<file path="src/rtl/pedidos_pkg.sv">
`default_nettype none
// ============================================================================
//  Module      : pedidos_pkg
//  Description : Shared encodings for the order front-end of maquina_maluca:
//                machine state codes, controller FSM codes and the
//                watchdog width helper.
//  Revision    : 1.0 - initial release
// ============================================================================
package pedidos_pkg;

    // maquina_maluca state codes. Codes 2..8 are intermediate brew steps
    // that the controller never interprets, only IDLE matters to it.
    localparam logic [3:0] MM_IDLE              = 4'd1;
    localparam logic [3:0] MM_REALIZAR_EXTRACAO = 4'd9;

    // Controller FSM encoding
    typedef logic [1:0] estado_t;
    localparam logic [1:0] ESPERA      = 2'd0;
    localparam logic [1:0] DISPARA     = 2'd1;
    localparam logic [1:0] AGUARDA_FIM = 2'd2;
    localparam logic [1:0] FALHA       = 2'd3;

    // Watchdog must be able to hold values up to and including the timeout
    function automatic int largura_watchdog(input int timeout);
        return $clog2(timeout + 1);
    endfunction

endpackage
`default_nettype wire

</file>
<file path="src/rtl/detector_borda.sv">
`default_nettype none
// ============================================================================
//  Module      : detector_borda
//  Description : Rising-edge detector. The previous level is registered so a
//                held input produces a single pulse.
//  Revision    : 1.0 - initial release
// ============================================================================
module detector_borda (
    input  logic clk,
    input  logic rst_n,
    input  logic sinal,
    output logic borda
);

    logic r_anterior;

    // Remember last cycle's level of the input
    always_ff @(posedge clk) begin
        if (!rst_n) begin
            r_anterior <= 1'b0;
        end else begin
            r_anterior <= sinal;
        end
    end

    assign borda = sinal & ~r_anterior;

endmodule
`default_nettype wire

</file>
<file path="src/rtl/controlador_pedidos.sv">
`default_nettype none
// ============================================================================
//  Module      : controlador_pedidos
//  Description : Order front-end for maquina_maluca. Buffers button presses,
//                drives the start handshake, counts finished cups and trips
//                a watchdog when the machine stalls.
//  Revision    : 1.0 - initial release
// ============================================================================
module controlador_pedidos
    import pedidos_pkg::*;
#(
    parameter int         MAX_PEDIDOS = 4,
    parameter int         TIMEOUT     = 32,
    parameter logic [3:0] IDLE_CODE   = MM_IDLE
) (
    input  logic        clk,
    input  logic        rst_n,
    input  logic        pedido,
    input  logic        limpar_erro,
    input  logic [3:0]  state_in,
    output logic        start,
    output logic [3:0]  pendentes,
    output logic        ocupado,
    output logic        cafe_pronto,
    output logic [15:0] xicaras,
    output logic        overflow,
    output logic        erro
);

    localparam int              WD_W        = largura_watchdog(TIMEOUT);
    localparam logic [WD_W-1:0] WD_LIMITE   = WD_W'(TIMEOUT - 1);
    localparam logic [3:0]      LIMITE_PEND = 4'(MAX_PEDIDOS);

    estado_t         r_estado;
    estado_t         w_prox;
    logic [WD_W-1:0] r_wd;
    logic            w_novo;
    logic            w_consumo;
    logic            w_fim;
    logic            w_wd_esgotado;
    logic            w_aceita;
    logic [3:0]      w_liquido;

    detector_borda u_detector_borda (
        .clk   (clk),
        .rst_n (rst_n),
        .sinal (pedido),
        .borda (w_novo)
    );

    // The watchdog value at its last allowed count means this cycle is the
    // TIMEOUT-th one spent in the current waiting state.
    assign w_wd_esgotado = (r_wd == WD_LIMITE);

    // Room is judged after this cycle's consumption, so an order arriving
    // exactly when one is taken at full is still accepted.
    assign w_liquido = pendentes - {3'b000, w_consumo};
    assign w_aceita  = w_novo && (w_liquido < LIMITE_PEND);

    // Next-state logic with the consume and brew-finished strobes
    always_comb begin
        w_prox    = r_estado;
        w_consumo = 1'b0;
        w_fim     = 1'b0;
        case (r_estado)
            ESPERA: begin
                if ((pendentes != 4'd0) && (state_in == IDLE_CODE)) begin
                    w_prox = DISPARA;
                end
            end
            DISPARA: begin
                if (state_in != IDLE_CODE) begin
                    w_prox    = AGUARDA_FIM;
                    w_consumo = (pendentes != 4'd0);
                end else if (w_wd_esgotado) begin
                    // Order stays buffered; machine never acknowledged it
                    w_prox = FALHA;
                end
            end
            AGUARDA_FIM: begin
                if (state_in == IDLE_CODE) begin
                    w_prox = ESPERA;
                    w_fim  = 1'b1;
                end else if (w_wd_esgotado) begin
                    w_prox = FALHA;
                end
            end
            FALHA: begin
                if (limpar_erro) begin
                    w_prox = ESPERA;
                end
            end
            default: begin
                w_prox = ESPERA;
            end
        endcase
    end

    // State register with status outputs decoded from the next state
    always_ff @(posedge clk) begin
        if (!rst_n) begin
            r_estado <= ESPERA;
            start    <= 1'b0;
            ocupado  <= 1'b0;
            erro     <= 1'b0;
        end else begin
            r_estado <= w_prox;
            start    <= (w_prox == DISPARA);
            ocupado  <= (w_prox == DISPARA) || (w_prox == AGUARDA_FIM);
            erro     <= (w_prox == FALHA);
        end
    end

    // Watchdog: restarts on each transition, counts only while waiting on the machine
    always_ff @(posedge clk) begin
        if (!rst_n) begin
            r_wd <= '0;
        end else if (w_prox != r_estado) begin
            r_wd <= '0;
        end else if ((r_estado == DISPARA) || (r_estado == AGUARDA_FIM)) begin
            r_wd <= r_wd + WD_W'(1);
        end else begin
            r_wd <= '0;
        end
    end

    // Pending-order buffer and dropped-order pulse
    always_ff @(posedge clk) begin
        if (!rst_n) begin
            pendentes <= 4'd0;
            overflow  <= 1'b0;
        end else begin
            pendentes <= pendentes + {3'b000, w_aceita} - {3'b000, w_consumo};
            overflow  <= w_novo && !w_aceita;
        end
    end

    // Finished-cup pulse and wrapping cup counter
    always_ff @(posedge clk) begin
        if (!rst_n) begin
            cafe_pronto <= 1'b0;
            xicaras     <= 16'd0;
        end else begin
            cafe_pronto <= w_fim;
            if (w_fim) begin
                xicaras <= xicaras + 16'd1;
            end
        end
    end

endmodule
`default_nettype wire

</file>
<file path="config.mk">
export PLATFORM = sky130hd
export DESIGN_NAME = controlador_pedidos
export DESIGN_NICKNAME = d
export VERILOG_FILES = /design/src/rtl/pedidos_pkg.sv /design/src/rtl/detector_borda.sv /design/src/rtl/controlador_pedidos.sv
export SDC_FILE = /design/constraint.sdc
export NUM_CORES = 1
export LEC_CHECK = 0
export CORE_UTILIZATION = 40
export DETAILED_ROUTE_END_ITERATION = 8
export PLACE_DENSITY = 0.66
export SLEW_MARGIN = 20
export SYNTH_ARGS = -nofsm -noshare
export SYNTH_HDL_FRONTEND = slang
export SYNTH_SLANG_ARGS = --single-unit
</file>
<file path="constraint.sdc">
create_clock -name clk -period 3.1 [get_ports clk]
set_input_delay 0.31 -clock clk [delete_from_list [all_inputs] [get_ports clk]]
set_output_delay 0.31 -clock clk [all_outputs]
set_load 0.02 [all_outputs]
</file>
=== Word-level counts from Yosys, hierarchy flattened ===
Cells that the tools add are included.

* Add/sub/neg operators: 5
* Equality and inequality tests: 10
* Reduce and logical (&&, ||, !) cells: 9
* Bitwise logic cells: 4
* Order comparisons: 1
* Multiplexer cells: 10

{| class="wikitable"
|+ Operators by type and width
! operator !! number
|-
| adder 16 x 1 -> 16 bit (second input constant) || 1
|-
| 2-to-1 mux 2 bit || 5
|-
| equality test 2 bit (second input constant) || 4
|-
| case mux 2 bit (4 select lines) || 1
|-
| subtractor 4 x 1 -> 4 bit || 2
|-
| adder 6 x 1 -> 6 bit (second input constant) || 1
|-
| equality test 6 x 5 -> 1 bit (second input constant) || 1
|-
| adder 4 x 1 -> 4 bit || 1
|-
| equality test 2 x 1 -> 1 bit (second input constant) || 2
|-
| equality test 4 x 1 -> 1 bit (second input constant) || 1
|-
| less-than comparator 4 x 3 -> 1 bit (second input constant) || 1
|-
| 2-to-1 mux 1 bit || 4
|-
| inequality test 4 x 1 -> 1 bit (second input constant) || 1
|-
| nonzero test 4 bit || 1
|-
| logical AND 1 bit || 3
|-
| NOT 1 bit || 3
|-
| OR reduction 3 bit || 1
|-
| logical NOT 2 bit || 1
|-
| logical OR 1 bit || 2
|-
| inequality test 2 bit || 1
|-
| bitwise AND 1 bit || 1
|-
| logical NOT 1 bit || 1
|}

* Bits in registers: 34

=== Logic depth before layout (Yosys ltp) ===
Gate-level depths: netlist of the first run.

* Depth after elaboration: 8
* Depth in mapped cells: 15
* Depth with buffers taken out: 15

=== Hierarchy ===
From an unflattened synthesis of the first run, not the netlist that was laid out.

* Cells, all modules: 201
* Area, all modules: 1870.5 um^2

{| class="wikitable"
|+ By module, submodules not included
! module !! area an instance (um^2) !! cells each !! instances !! sequential area each (um^2)
|-
| controlador_pedidos || 1830.5 || 198 || 1 || 660.6
|-
| detector_borda || 40.0 || 3 || 1 || 20.0
|}

=== Worst setup path before layout of the first run ===
Ideal clock, no wire load.

* Path type: register -> register
* Start point: reg pendentes[2]
* End point: reg pendentes[2]
* Setup slack: 158 ps
* Arrival: 2827 ps
* Stages on the path, launching flop included: 14
* Path buffers: 0
* Setup time: 115 ps
* Cell sequence: dfxtp_1 -> inv_1 -> ha_1 -> nor3b_1 -> o311a_1 -> nor4_1 -> nand2_1 -> ha_1 -> inv_1 -> ha_1 -> inv_1 -> fa_1 -> xor2_1 -> and2_1

* Word-level cells in the longest chain between the ends: 8

{| class="wikitable"
|+ RTL lines
! what !! line !! RTL
|-
| start, declared || controlador_pedidos.sv:22 || <nowiki>output logic [3:0] pendentes,</nowiki>
|-
| start signal, assigned || controlador_pedidos.sv:133 || <nowiki>pendentes <= pendentes + {3'b000, w_aceita} - {3'b000, w_consumo};</nowiki>
|-
| nonzero test 4 bit || controlador_pedidos.sv:74 || <nowiki>w_consumo = (pendentes != 4'd0);</nowiki>
|-
| 2-to-1 mux 1 bit || controlador_pedidos.sv:72 || <nowiki>if (state_in != IDLE_CODE) begin</nowiki>
|-
| 2-to-1 mux 1 bit || controlador_pedidos.sv:65 || <nowiki>case (r_estado)</nowiki>
|-
| subtractor 4 x 1 -> 4 bit || controlador_pedidos.sv:57 || <nowiki>assign w_liquido = pendentes - {3'b000, w_consumo};</nowiki>
|-
| less-than comparator 4 x 3 -> 1 bit || controlador_pedidos.sv:58 || <nowiki>assign w_aceita = w_novo && (w_liquido < LIMITE_PEND);</nowiki>
|-
| logical AND 1 bit || controlador_pedidos.sv:58 ||
|-
| adder 4 x 1 -> 4 bit || controlador_pedidos.sv:133 ||
|-
| subtractor 4 x 1 -> 4 bit * || controlador_pedidos.sv:133 ||
|}

Every way passes the cells marked *; elsewhere a longest branch is shown, timed or not.
A chain may end at the register's enable or synchronous reset.

=== Worst setup path after layout of the first run ===
* Start point: in state_in[2]
* End point: reg pendentes[2]

* Word-level cells in the longest chain between the ends: 8

{| class="wikitable"
|+ RTL lines
! what !! line !! RTL
|-
| start, declared || controlador_pedidos.sv:20 || <nowiki>input logic [3:0] state_in,</nowiki>
|-
| inequality test 4 x 1 -> 1 bit * || controlador_pedidos.sv:72 ||
|-
| 2-to-1 mux 1 bit * || controlador_pedidos.sv:72 ||
|-
| 2-to-1 mux 1 bit * || controlador_pedidos.sv:65 ||
|-
| subtractor 4 x 1 -> 4 bit || controlador_pedidos.sv:57 ||
|-
| less-than comparator 4 x 3 -> 1 bit || controlador_pedidos.sv:58 ||
|-
| logical AND 1 bit || controlador_pedidos.sv:58 ||
|-
| adder 4 x 1 -> 4 bit || controlador_pedidos.sv:133 ||
|-
| subtractor 4 x 1 -> 4 bit * || controlador_pedidos.sv:133 ||
|}

Marked as above.

==> out/summary.log, run 1 <==
[final_layout] most frequent cells in the layout dfxtp_1 (34), clkdlybuf4s50_1 (32), and2_1 (21)
[final_layout] layout cell share with drive strength beyond 1 10.9%
[power] clock network fraction of design power 23.8%
[cts] clock transition time at the flip-flop clock pins of the worst setup and hold paths 70 ps
[critical_path] required time worst endpoint 3290 ps
[placed_design] worst slack, placed -236 ps
[timing] count of endpoints failing hold in the final timing report 0
[routing] number of design-rule violations left by the first detailed-router iteration 91
[routing] number of DRC violations after detailed routing 0
[run] reported max-cap violation count 0
[critical_path] crit-path max cell delay 590 ps
[critical_path] CP Buf/Inv Count 3
[power] leakage power total 0.967 nW
[timing] min Tclk post-route 2890 ps
[critical_path] CP max stage cell or4b_4
[final_layout] area of all placed cells without fillers 2400 sq um
[synthesis] top cell type by total area after synthesis dfxtp_1
[power] Internal Power 0.000942 W
[grt] global routing usage on met2 23.3%
[grt] total global routing track utilization 15.3%
[grt] number of antenna violations at the first check in global routing 0
[timing] worst max-slew margin expressed relative to the limit 69.1%
[cts] TritonCTS Buffers 5
[timing] minimum hold slack 459 ps
[power] switching share of power 34.2%
[placed_design] Detail Placement HPWL 2500 um
[placed_design] standard cell area after detailed placement 2280 sq um
[timing] total setup violations reported at the end of the flow 0
[cts] CTS tree done
[final_layout] # diodes 0
[grt] global-route wire length before repair 5990 um
[placed_design] weighted congestion reported at the end of routability-driven placement 0.809
[cts] clock latency on the worst-skew pair 290 ps
[floorplan] ports placed on the boundary 33
[synthesis] Yosys top cell area share 37.3%
[power] worst IR drop on VDD 0.452 mV
[synthesis] async set or reset register ratio after synthesis 0%
[routing] detailed-route via count 1529
[timing] smallest setup slack after layout 206 ps
[synthesis] Mapped Avg Cell Area 8.78 sq um
[synthesis] total nets after synthesis 232
[timing] max-slew violations 0
[final_layout] number of nets in the layout 279
[cts] number of clock sinks 34
[synthesis] number of synthesized register bits 34
[timing] unrepaired setup endpoints after global routing false
[floorplan] placeable core region 4380 sq um
[routing] number of detailed-route iterations in the first pass 4
[synthesis] sequential element share of the synthesized area 37.3%
[timing] fin crit share 93.4%
[synthesis] leading post-synthesis cells by cell area dfxtp_1 (37%), ha_1 (10%), and2_1 (7.2%), xor2_1 (5.3%), xnor2_1 (4.3%)
[grt] routing usage on met1 20.0%
[floorplan] height of the die 69.6 um
[synthesis] YS warnings 0
[routing] mean number of vias per cell 4.96
[cts] maximum clock path buffer count 2
[cts] level count of the clock H-tree 2
[final_layout] Area growth syn-to-layout 31.6%
[critical_path] Crit Path Max Fanout 4
[critical_path] startpoint-to-endpoint class of the critical path in -> reg
[floorplan] width of the die 69.6 um
[timing] Post-Route Skew 2.58 ps
[synthesis] top_reg_cell synth dfxtp_1
[critical_path] crit-path leading delay family simple AND/OR/NAND/NOR gates
[grt] Global Route met3 Usage 5.09%
[grt] residual overflow from global routing 0
[timing] Highest Clock Rate 0.346 GHz
[floorplan] standard-cell rows 24
[routing] Routed WL 3500 um
[timing] slew of the pin with the lowest slew margin 464 ps
[power] net switching component of the power 0.000490 W
[floorplan] die area 4840 sq um
[routing] per-cell routed wire length 11.4 um
[run_status] status finished, final reports clean
[synthesis] number of distinct library cells after synthesis 35
[final_layout] most common library cell in the layout ignoring fill and taps dfxtp_1
[critical_path] capturing element type of the critical path register
[power] Comb power frac 39.8%
[synthesis] instance count of the mapped netlist 208
[cts] Root Buffer clkbuf_8
[synthesis] number of flops mapped to enable cells by yosys 0
[hold_path] Min-Delay Path Class reg -> reg
[critical_path] CP arrival 3080 ps
[grt] pin count of the biggest net entering global routing 30
[timing] Sum Neg Setup Slack 0 ps
[critical_path] critical-path cell list clkdlybuf4s50_1 -> or4b_4 -> nand2_4 -> nor4_1 -> nor4_2 -> nand2_1 -> ha_1 -> inv_1 -> ha_1 -> inv_1 -> fa_1 -> xor2_1 -> and2_1
[routing] number of nets with antenna violations after detailed routing 0
[grt] vias in the first global route 1385
[placed_design] I/O Buffers 32
[floorplan] starting utilization of the core area 41.7%
[power] proportion of power drawn by flip-flops and latches 36.4%
[critical_path] CP startpoint kind primary input
[grt] busiest metal layer after global routing met2
[power] total power density per cell area 596 nW/um^2
[synthesis] area of the mapped netlist 1830 sq um
## path summary, 6_finish.rpt
path | startpoint | to | slack (ps) | depth (start not counted)
setup reg to reg | pendentes[3] | pendentes[2] | 260 | 13
setup / recovery | state_in[2] | pendentes[2] | 210 | 13
hold reg to reg | r_wd[0] | r_wd[0] | 460 | 1
hold / removal | r_wd[0] | r_wd[0] | 460 | 1
## routing by layer
layer | up-vias | routed length (um)
met5 | - | 0
met4 | 0 | 53
met3 | 6 | 176
met2 | 34 | 1480
met1 | 693 | 1790
li1 | 796 | -
## state kept, by name, indices dropped and copies added (netlist names)
register and flops:
cafe_pronto 1, r_wd 6, start 1, r_estado 2
pendentes 4, ocupado 1, overflow 1, xicaras 16
u_detector_borda.r_anterior 1, erro 1
## metrics by stage
| stage | utilization, % | instances | power [W] |
|---|---|---|---|
| after floorplan | - | 208 | 0.000869 |
| after global placement | 52.0 | 298 | 0.00106 |
| after detailed placement | 52.0 | 298 | 0.00106 |
| after CTS | 54.1 | 306 | 0.00141 |
| after global routing | 54.9 | 308 | 0.00154 |
| final | 54.9 | 308 | 0.00143 |
## power by group through the flow
stage / Clock [W] / Combinational [W] / Sequential, W
6_report: 0.000340 / 0.000570 / 0.000522
5_1_grt: 0.000369 / 0.000644 / 0.000529
4_1_cts: 0.000351 / 0.000541 / 0.000520
3_5_place_dp: 0 / 0.000534 / 0.000529
3_3_place_gp: 0 / 0.000534 / 0.000529
2_1_floorplan: 0 / 0.000308 / 0.000562
## cells in the mapped netlist, drive strengths merged (2+ instances only)
cell type	n
dfxtp	34
and2	21
nor2	20
ha	15
nand2	13
nand3	13
inv	11
xor2	11
xnor2	9
clkbuf	6
nor4	6
nor3	5
o21ai	5
or3	5
nor2b	4
a21boi	3
and3	3
nand2b	3
nand4	3
a21oi	2
mux2i	2
nor3b	2
## cell type report
type                    count  area, sq um
inverters                  11         41.3
multi-input cells         157         1100
flip-flops and latches     34          681
clock inverters             1         5.00
fillers                   415         1980
well taps                  52         65.1
clock buffers               7         86.3
repair buffers             46          425
## kinds of logic (layout without fill, tap and decap cells)
logic type / Yosys count / count (layout) / synth area share [%]
simple gates: 102 / 102 / 31.0
flops: 34 / 34 / 37.3
xor+xnor: 20 / 20 / 9.59
compound gates: 17 / 17 / 6.23
buf+inv: 17 / 65 / 3.49
fa+ha+maj: 16 / 16 / 11.4
mux: 2 / 2 / 1.10
## repair_timing
action / in CTS / in global routing
resized for setup: 0 / 4
hold buffers: 0 / 0
buffers inserted: 0 / 2
endpoints found under the setup margin: 0 / 3
Note: power is estimated with default switching activity, not from simulation.
==> inputs of run 2 (changes only) <==
Settings changed: MAX_ROUTING_LAYER set to met4.
==> run 2 against run 1 <==
Effect of this change:
- first-iteration DRC count fell by 4.4%
- global-route usage is 0.50 points higher
- clock power hardly changed
- die area is the same
- via count fell by 1.6%
- non-clock buffer count is 2 lower
- critical endpoint unchanged
==> out/summary.log, run 2 (synthesis gave the netlist of run 1 again) <==
[routing] Routed WL 3450 um
[grt] residual overflow from global routing 0
[grt] vias in the first global route 1383
[cts] maximum clock path buffer count 2
[floorplan] height of the die 69.6 um
[timing] smallest setup slack after layout 186 ps
[timing] min Tclk post-route 2910 ps
[cts] hold-fix buffers at CTS 0
[critical_path] CP startpoint kind primary input
[hold_path] hold-critical path depth 1
[critical_path] required time worst endpoint 3280 ps
[timing] Post-Route Skew 2.42 ps
[final_layout] # diodes 0
[floorplan] standard-cell rows 24
[placed_design] standard cell area after detailed placement 2280 sq um
[floorplan] starting utilization of the core area 41.7%
[timing] Highest Clock Rate 0.343 GHz
[final_layout] layout cell share with drive strength beyond 1 10.2%
[final_layout] Area growth syn-to-layout 30.8%
[routing] mean number of vias per cell 4.92
[final_layout] number of nets in the layout 277
[power] leakage power total 0.958 nW
[cts] number of clock sinks 34
[cts] clock latency on the worst-skew pair 290 ps
[timing] total setup violations reported at the end of the flow 0
[timing] fin crit share 94.0%
[grt] total global routing track utilization 15.8%
[run_status] status finished, final reports clean
[final_layout] flip-flop count of the largest register after layout 16
[routing] per-cell routed wire length 11.3 um
[grt] pin count of the biggest net entering global routing 30
[hold_path] Min-Delay Path Class reg -> reg
[critical_path] Crit Path Max Fanout 4
[final_layout] filler instances 417
[timing] worst max-slew margin expressed relative to the limit 69.0%
[critical_path] startpoint-to-endpoint class of the critical path in -> reg
[critical_path] CP arrival 3100 ps
[timing] slew of the pin with the lowest slew margin 465 ps
[routing] number of nets with antenna violations after detailed routing 0
[timing] max-slew violations 0
[routing] detailed-route via count 1505
[final_layout] biggest regs xicaras: 16 flops, r_wd: 6 flops, pendentes: 4 flops
[timing] unrepaired setup endpoints after global routing false
[floorplan] placeable core region 4380 sq um
[floorplan] die area 4840 sq um
[timing] count of endpoints failing hold in the final timing report 0
[cts] Post-CTS Setup Repair Bufs 0
[cts] Root Buffer clkbuf_8
[critical_path] capturing element type of the critical path register
[final_layout] register name with the most flops xicaras
[placed_design] worst slack, placed -236 ps
[final_layout] most common library cell in the layout ignoring fill and taps dfxtp_1
[placed_design] weighted congestion reported at the end of routability-driven placement 0.821
[run] reported max-cap violation count 0
[power] total power density per cell area 594 nW/um^2
[final_layout] most frequent cells in the layout dfxtp_1 (34), clkdlybuf4s50_1 (32), and2_1 (21)
[critical_path] FF-to-FF path depth 13
[cts] clock transition time at the flip-flop clock pins of the worst setup and hold paths 70 ps
[cts] TritonCTS Buffers 5
[floorplan] ports placed on the boundary 33
[timing] Sum Neg Setup Slack 0 ps
[grt] global-route wire length before repair 6010 um
[final_layout] area of all placed cells without fillers 2390 sq um
[power] worst IR drop on VDD 0.489 mV
[floorplan] width of the die 69.6 um
[placed_design] Detail Placement HPWL 2500 um
[cts] CTS tree done
[cts] level count of the clock H-tree 2
[routing] number of DRC violations after detailed routing 0
[placed_design] I/O Buffers 32
[routing] number of detailed-route iterations in the first pass 4
[grt] number of antenna violations at the first check in global routing 0
[routing] number of design-rule violations left by the first detailed-router iteration 87
## run 2: cell count changes in the layout (fill, tap and decap cells not counted)
| cell | previous run | this run |
|---|---|---|
| buf_4 | 14 | 12 |
## run 2: layout make-up
type	count	area, sq um	area share, %
Multi-Input combinational cell	157	1100	46.1
Sequential cell	34	681	28.5
Timing Repair Buffer	44	410	17.2
Clock buffer	7	86.3	3.61
Tap cell	52	65.1	2.72
Inverter	11	41.3	1.73
Clock inverter	1	5.00	0.209
## run 2: final timing paths
check | start | endpoint | slack, ps
max | state_in[2] | pendentes[2] | 190
min | r_wd[0] | r_wd[0] | 460
max reg2reg | pendentes[3] | pendentes[2] | 260
min reg2reg | r_wd[0] | r_wd[0] | 460
## run 2: what timing repair did
action / in CTS / in global routing
hold endpoints to repair: 0 / 0
endpoints found under the setup margin: 0 / 3
resized for setup: 0 / 4
## run 2: routing by layer
layer / wire [um] / part of all wire (%) / global-route usage (%)
met4: 57 / 1.7 / 6.12
met3: 171 / 5.0 / 5.09
met1: 1810 / 53 / 20.2
met5: 0 / 0 / -
met2: 1410 / 41 / 23.3
## run 2: report_power, final
group | leakage, nW | internal (W) | switching (W) | total [W]
Sequential | 0.275 | 0.000479 | 0.0000433 | 0.000522
Clock | 0.0482 | 0.000179 | 0.000160 | 0.000339
Combinational | 0.635 | 0.000276 | 0.000283 | 0.000559
Total | 0.958 | 0.000934 | 0.000486 | 0.00142
## run 2: critical path: stages
cell and delay, ps:
clkdlybuf4s50_1 420, or4b_4 590, nand2_4 100, nor4_1 60, nor4_2 320, nand2_1 90, ha_1 280, inv_1 60
ha_1 150, inv_1 50, fa_1 370, xor2_1 150, and2_1 150
## run 2: metrics by stage
step	hold slack [ps]	util [%]	cells	total power, W
floorplan	430	-	208	0.000869
global placement	444	52.0	298	0.00106
detailed placement	449	52.0	298	0.00106
CTS	465	54.1	306	0.00141
global route	495	54.5	306	0.00153
finish	459	54.5	306	0.00142
==> inputs of run 3 (changes only) <==
--- a/constraint.sdc
+++ b/constraint.sdc
@@ -3,2 +3,2 @@
 set_output_delay 0.31 -clock clk [all_outputs]
-set_load 0.02 [all_outputs]
+set_load 0.01 [all_outputs]
==> results of run 3 <==
The final DEF is identical to that of run 2. Status: finished, final reports clean.
Main changes from that run: total power 0.00142 W -> 0.00140 W; worst IR drop on VDD 0.489 mV -> 0.475 mV
